--- src/rtl/hazard_ctrl_if.sv ---
// Bundle of ID/EX/MEM hazard inputs and pipeline control outputs for hazard_ctrl.
// The master drives the pipeline observations; the slave (the sequencer) drives the enables.
interface hazard_ctrl_if #(
  parameter int CNT_W = 16
);
  logic [5:0]       id_opcode;
  logic [4:0]       id_rs;
  logic [4:0]       id_rt;
  logic             id_jump;
  logic             ex_memread;
  logic [4:0]       ex_rt;
  logic             mem_req;
  logic             mem_ready;
  logic             pc_write;
  logic             ifid_write;
  logic             pipe_en;
  logic             stall;
  logic             ifid_flush;
  logic             mem_err;
  logic [CNT_W-1:0] stall_count;

  modport master (
    output id_opcode, id_rs, id_rt, id_jump, ex_memread, ex_rt, mem_req, mem_ready,
    input  pc_write, ifid_write, pipe_en, stall, ifid_flush, mem_err, stall_count
  );

  modport slave (
    input  id_opcode, id_rs, id_rt, id_jump, ex_memread, ex_rt, mem_req, mem_ready,
    output pc_write, ifid_write, pipe_en, stall, ifid_flush, mem_err, stall_count
  );
endinterface

--- src/rtl/hazard_ctrl.sv ---
// Pipeline sequencer for the 5-stage MIPS core: load-use bubbles, memory freeze,
// jump flush, sticky memory-timeout flag and a saturating stall-cycle counter.
module hazard_ctrl #(
  parameter int CNT_W       = 16,
  parameter int MEM_TIMEOUT = 255
) (
  input  logic          clk,
  input  logic          reset,
  hazard_ctrl_if.slave  bus
);

  localparam int WC_W = $clog2(MEM_TIMEOUT + 1);
  localparam logic [WC_W-1:0] TIMEOUT_V = WC_W'(MEM_TIMEOUT);

  typedef enum logic {RUN, ERR} state_t;

  state_t           state_q, state_d;
  logic [WC_W-1:0]  wait_cnt_q, wait_cnt_d;
  logic [CNT_W-1:0] stall_count_q, stall_count_d;
  logic             mem_err_q, mem_err_d;

  logic uses_rs, uses_rt, lu_haz, freeze;
  logic pc_write, ifid_write, pipe_en, stall, ifid_flush;

  function automatic logic [CNT_W-1:0] sat_inc(input logic [CNT_W-1:0] v);
    return (&v) ? v : v + CNT_W'(1);
  endfunction

  always_comb begin
    uses_rs = 1'b0;
    uses_rt = 1'b0;
    case (bus.id_opcode)
      6'b000000: begin uses_rs = 1'b1; uses_rt = 1'b1; end
      6'b100011: uses_rs = 1'b1;
      6'b101011: begin uses_rs = 1'b1; uses_rt = 1'b1; end
      6'b001100: uses_rs = 1'b1;
      default: ;
    endcase
  end

  assign lu_haz = bus.ex_memread && (bus.ex_rt != 5'd0) &&
                  ((uses_rs && (bus.id_rs == bus.ex_rt)) ||
                   (uses_rt && (bus.id_rt == bus.ex_rt)));
  assign freeze = bus.mem_req && !bus.mem_ready;

  always_comb begin
    state_d       = state_q;
    wait_cnt_d    = wait_cnt_q;
    mem_err_d     = mem_err_q;
    stall_count_d = stall_count_q;
    pc_write      = 1'b0;
    ifid_write    = 1'b0;
    pipe_en       = 1'b0;
    stall         = 1'b0;
    ifid_flush    = 1'b0;
    if (!reset) begin
      case (state_q)
        RUN: begin
          if (freeze) begin
            wait_cnt_d = wait_cnt_q + WC_W'(1);
            if (wait_cnt_d == TIMEOUT_V) begin
              state_d   = ERR;
              mem_err_d = 1'b1;
            end
          end else begin
            wait_cnt_d = '0;
            pipe_en    = 1'b1;
            if (lu_haz) begin
              // Bubble: hold PC and IF/ID, let the load advance out of EX.
              stall = 1'b1;
            end else begin
              pc_write   = 1'b1;
              ifid_write = 1'b1;
              ifid_flush = bus.id_jump;
            end
          end
        end
        ERR: mem_err_d = 1'b1;
        default: state_d = RUN;
      endcase
      if (!pc_write) stall_count_d = sat_inc(stall_count_q);
    end
  end

  always_ff @(posedge clk) begin
    if (reset) begin
      state_q       <= RUN;
      wait_cnt_q    <= '0;
      stall_count_q <= '0;
      mem_err_q     <= 1'b0;
    end else begin
      state_q       <= state_d;
      wait_cnt_q    <= wait_cnt_d;
      stall_count_q <= stall_count_d;
      mem_err_q     <= mem_err_d;
    end
  end

  assign bus.pc_write    = pc_write;
  assign bus.ifid_write  = ifid_write;
  assign bus.pipe_en     = pipe_en;
  assign bus.stall       = stall;
  assign bus.ifid_flush  = ifid_flush;
  assign bus.mem_err     = mem_err_q;
  assign bus.stall_count = stall_count_q;

endmodule
--- src/flat_wrapper.sv ---
// flat-port wrapper written by rule: the top's interface ports become plain ports
module hazard_ctrl_flat 
#(
  parameter int CNT_W       = 16,
  parameter int MEM_TIMEOUT = 255
)
  (clk, reset, bus_id_opcode, bus_id_rs, bus_id_rt, bus_id_jump, bus_ex_memread, bus_ex_rt, bus_mem_req, bus_mem_ready, bus_pc_write, bus_ifid_write, bus_pipe_en, bus_stall, bus_ifid_flush, bus_mem_err, bus_stall_count);
  hazard_ctrl_if #(.CNT_W(CNT_W)) bus_i ();
  input  logic clk;
  input  logic reset;
  input wire logic [$bits(bus_i.id_opcode)-1:0] bus_id_opcode;
  input wire logic [$bits(bus_i.id_rs)-1:0] bus_id_rs;
  input wire logic [$bits(bus_i.id_rt)-1:0] bus_id_rt;
  input wire logic [$bits(bus_i.id_jump)-1:0] bus_id_jump;
  input wire logic [$bits(bus_i.ex_memread)-1:0] bus_ex_memread;
  input wire logic [$bits(bus_i.ex_rt)-1:0] bus_ex_rt;
  input wire logic [$bits(bus_i.mem_req)-1:0] bus_mem_req;
  input wire logic [$bits(bus_i.mem_ready)-1:0] bus_mem_ready;
  output wire logic [$bits(bus_i.pc_write)-1:0] bus_pc_write;
  output wire logic [$bits(bus_i.ifid_write)-1:0] bus_ifid_write;
  output wire logic [$bits(bus_i.pipe_en)-1:0] bus_pipe_en;
  output wire logic [$bits(bus_i.stall)-1:0] bus_stall;
  output wire logic [$bits(bus_i.ifid_flush)-1:0] bus_ifid_flush;
  output wire logic [$bits(bus_i.mem_err)-1:0] bus_mem_err;
  output wire logic [$bits(bus_i.stall_count)-1:0] bus_stall_count;
  assign bus_i.id_opcode = bus_id_opcode;
  assign bus_i.id_rs = bus_id_rs;
  assign bus_i.id_rt = bus_id_rt;
  assign bus_i.id_jump = bus_id_jump;
  assign bus_i.ex_memread = bus_ex_memread;
  assign bus_i.ex_rt = bus_ex_rt;
  assign bus_i.mem_req = bus_mem_req;
  assign bus_i.mem_ready = bus_mem_ready;
  assign bus_pc_write = bus_i.pc_write;
  assign bus_ifid_write = bus_i.ifid_write;
  assign bus_pipe_en = bus_i.pipe_en;
  assign bus_stall = bus_i.stall;
  assign bus_ifid_flush = bus_i.ifid_flush;
  assign bus_mem_err = bus_i.mem_err;
  assign bus_stall_count = bus_i.stall_count;
  hazard_ctrl #(.CNT_W(CNT_W), .MEM_TIMEOUT(MEM_TIMEOUT)) u_core (.clk(clk), .reset(reset), .bus(bus_i));
endmodule
--- config.mk ---
export PLATFORM = sky130hd
export DESIGN_NAME = hazard_ctrl_flat
export DESIGN_NICKNAME = d
export VERILOG_FILES = /design/src/rtl/hazard_ctrl_if.sv /design/src/rtl/hazard_ctrl.sv /design/src/flat_wrapper.sv
export SDC_FILE = /design/constraint.sdc
export NUM_CORES = 1
export LEC_CHECK = 0
export CAP_MARGIN = 25
export CELL_PAD_IN_SITES_DETAIL_PLACEMENT = 0
export CELL_PAD_IN_SITES_GLOBAL_PLACEMENT = 1
export CORE_AREA = 3 3 76 78
export DETAILED_ROUTE_END_ITERATION = 6
export DIE_AREA = 0 0 79 81
export PLACE_DENSITY = 0.82
export SETUP_SLACK_MARGIN = 0.5
export SYNTH_ARGS = -nofsm -noshare
export SYNTH_HDL_FRONTEND = slang
export SYNTH_SLANG_ARGS = --single-unit
--- constraint.sdc ---
create_clock -name clk -period 1.7 [get_ports clk]
set_clock_uncertainty 0.1 [all_clocks]
set_input_delay 0.17 -clock clk [delete_from_list [all_inputs] [get_ports clk]]
set_output_delay 0.17 -clock clk [all_outputs]
set_load 0.02 [all_outputs]
==> results by group <==
Global routing
  – Global-route wire length before repair: 8360 um
  – Largest net degree at the start of global routing: 27
  – Initial antenna violation count: 0
  – Vias in the first global route: 1907
  – GRT Residual Overflow: 0
  – Total GRT Usage: 16.0%

Setup path
  – WP data arrival: 1990 ps
  – Setup slack, reg-to-reg: -230 ps
  – Crit-path max cell delay: 370 ps
  – Worst setup path startpoint: u_core.bus.stall_count[1]
  – Crit-path slowest cell: dfxtp_4
  – Crit path top cell by count: buf_6
  – Reg2reg end: u_core.bus.stall_count[6]
  – Crit path to: u_core.bus.stall_count[6]
  – Reg-to-reg startpoint: u_core.bus.stall_count[1]
  – CP bufs+invs: 3
  – Cells along the critical path: ha_4, nand2_4, nor3_2, a32oi_2, o21ai_4, buf_6, buf_16, buf_6, o31ai_2, a21oi_1
  – Worst path required time: 1760 ps
  – Largest fanout on the critical path: 7
  – CP Depth: 10
  – Worst setup SP type: flip-flop
  – Crit path max-delay family: compound AO/OA/AOI/OAI gates
  – Worst Reg-to-Reg Cells: 10
  – Crit path capture type: flip-flop
  – Setup Crit Path Kind: flip-flop to flip-flop

Routing
  – 1st-iter DRT viols: 97
  – Met1 wire length: 2300 um
  – Routed wire per std cell: 15.2 um
  – DRC errors left: 0
  – Routed wl met3: 241 um
  – Post-route ant nets: 0
  – Drt via density: 5.05
  – Final wirelength: 5730 um
  – Top layer in use: met4
  – WL met2: 3070 um
  – Total number of vias: 1910
  – 1st-pass router iterations: 4

Synthesis
  – Register area share after synthesis: 33.7%
  – Synthesis Warnings: 0
  – Area of the mapped netlist: 0.00154 mm^2
  – Syn_nets: 227
  – FF+latch count, synth: 26
  – Post-synth cell types: 36
  – Avg Cell Area, Syn: 7.83 um^2
  – Gate Count Post-Synth: 197

Layout
  – Final nets: 339
  – Post-route cell area: 0.00313 mm^2
  – Filler cells: 434
  – End-of-flow core utilization: 61.0%
  – Layout cells sized above 1: 62.3%
  – Commonest non-fill, non-tap cell in the layout: buf_4
  – Area of the multi-input gates: 0.00131 mm^2
  – Most frequent cells in the layout: 46 x buf_4, 36 x buf_6, 17 x a21oi_1, 14 x buf_2, 13 x o21ai_1
  – FF+latch area: 558 um^2
  – Area delta synth->final: 103%
  – Antenna diode count: 0

Clock tree
  – Worst skew pair latency: 280 ps
  – CTS tree: done
  – H-tree depth: 1
  – Worst-path clk slew: 100 ps
  – Root Buffer: clkbuf_8
  – Longest Clk Path Bufs: 2
  – Clock sink count: 26
  – Inserted Clock Buffers: 3

Floorplanning
  – Site row count: 26
  – Die X: 79 um
  – # IOs: 49
  – Die Footprint: 0.00640 mm^2
  – Area of the core: 0.00514 mm^2
  – Die Ht: 81 um
  – Starting density of the core: 30.0%

Timing
  – Pins Over Slew Limit: 0
  – Fmax: 519 MHz
  – Crit share post-route: 113%
  – Setup ws final: -226 ps
  – Setup_tns: -3210 ps
  – Worst Max-Slew Pin Slew: 322 ps
  – Post-layout min period: 1930 ps
  – Unrepaired setup endpoints after global routing: true
  – Endpoints failing hold: 0
  – Slew HR: 78.5%
  – # setup viols final: 20

Flow run
  – Max_cap viols: 0

Power and ir drop
  – Clock network power share: 35.9%
  – Psw: 0.357 mW
  – Switch share: 24.3%
  – Pwr Total: 1.47 mW
  – P_leak: 1.25 nW
  – Peak supply drop: 294 uV
  – Sequential share of power: 41.6%
  – Pint: 1.11 mW
  – P per Cell Area: 468 mW/mm^2
  – Comb pwr share: 22.5%

Placed design
  – Placement-stage cell area: 0.00246 mm^2
  – Hpwl dp: 3190 um
  – Routability cong.: 0.731
  – I/O Buffers: 48

Run status
  – Run status: finished with violations
  – Failing checks: setup timing

Min path
  – Hold Crit Class: flip-flop to flip-flop
layer usage:
| layer | up-vias | track usage [%] |
|---|---|---|
| met2 | 59 | 30.1 |
| met1 | 902 | 18.8 |
| met3 | 12 | 2.33 |
| met5 | - | 0 |
| li1 | 937 | - |
| met4 | 0 | 4.81 |
flip-flops by register name, indices dropped and copies added (netlist names):
register / flops
u_core.state_q: 1
u_core.bus.mem_err: 1
u_core.bus.stall_count: 16
u_core.wait_cnt_q: 8
worst min path at each step:
stage / start / end / slack, ps / cells after the start
floorplan: bus_mem_req / u_core.wait_cnt_q[2] / 340 / 4
detailed placement: u_core.bus.mem_err / u_core.bus.mem_err / 350 / 2
CTS: u_core.bus.mem_err / u_core.bus.mem_err / 360 / 2
global placement: u_core.bus.mem_err / u_core.bus.mem_err / 340 / 2
global route: u_core.bus.mem_err / u_core.bus.mem_err / 390 / 2
finish: u_core.bus.mem_err / u_core.bus.mem_err / 350 / 2
cell usage after synthesis:
library cell / number / area share, %
o31ai_1: 6 / 2.9
or2_2: 1 / 0.41
nor4_1: 1 / 0.41
nor2b_1: 3 / 1.2
o31ai_4: 1 / 1.4
o21ai_1: 1 / 0.32
mux2i_1: 2 / 1.3
a32oi_1: 1 / 0.57
or3_4: 1 / 0.73
and2_1: 3 / 1.2
dfxtp_1: 26 / 34
o21ba_2: 1 / 0.65
o21ai_0: 14 / 4.5
a31oi_1: 1 / 0.41
nor3_1: 6 / 1.9
a2111oi_0: 1 / 0.57
a22o_1: 1 / 0.57
inv_1: 6 / 1.5
nand3_1: 11 / 3.6
nand2b_1: 3 / 1.2
or3_1: 10 / 4.1
buf_2: 2 / 0.65
nand3b_1: 3 / 1.5
and3_1: 7 / 2.8
buf_4: 1 / 0.49
clkbuf_1: 6 / 1.5
nand2_1: 9 / 2.2
nand4_1: 4 / 1.6
ha_1: 3 / 2.4
nor2_1: 17 / 4.1
xnor2_1: 6 / 3.4
o21ai_2: 1 / 0.57
or4_1: 7 / 3.4
a21oi_1: 23 / 7.5
xor2_1: 7 / 4.0
buf_6: 1 / 0.73
layout make-up:
class                   count  share of cell area, %
well taps                  70                   2.80
inverters                   6                  0.719
repair buffers            117                   34.7
clock inverters             1                  0.958
flip-flops and latches     26                   17.8
clock buffers               3                   1.32
multi-input cells         155                   41.7
power by group through the flow:
stage	sequential [mW]	combinational, mW	clock (mW)
after floorplan	0.632	0.102	0
after global placement	0.628	0.226	0
after detailed placement	0.628	0.230	0
after CTS	0.614	0.287	0.535
after global routing	0.612	0.350	0.567
final	0.610	0.329	0.527
repair_timing:
action,4_1_cts,5_1_grt
cloned,2,0
buffers inserted,13,14
hold buffers,0,0
gates resized for setup,231,67
setup endpoints to repair,48,43
pin swaps,38,27
cells by family (layout without fill, tap and decap cells):
group	Yosys count	in the layout	synth area share, %
muxes	2	2	1.30
AOI/OAI and AO/OA	51	51	20.0
xor gates and xnor gates	13	13	7.38
buffers and inverters	16	127	4.79
DFF	26	26	33.7
adders and majority gates	3	3	2.43
and+or+nand+nor	86	86	30.4
worst reg2reg max path, cell delays in order (launching register included):
cell	delay [ps]
dfxtp_4	370
ha_4	170
nand2_4	60
nor3_2	40
a32oi_2	250
o21ai_4	130
buf_6	150
buf_16	130
buf_6	140
o31ai_2	190
a21oi_1	90
stage by stage:
step / worst slack, ps / hold WS, ps / cells
after global routing: -303 / 388 / 378
final: -226 / 352 / 378
after detailed placement: -986 / 350 / 345
after CTS: -178 / 365 / 364
after global placement: -953 / 345 / 345
after floorplan: -91.4 / 338 / 197
Note: power is estimated with default switching activity, not from simulation.
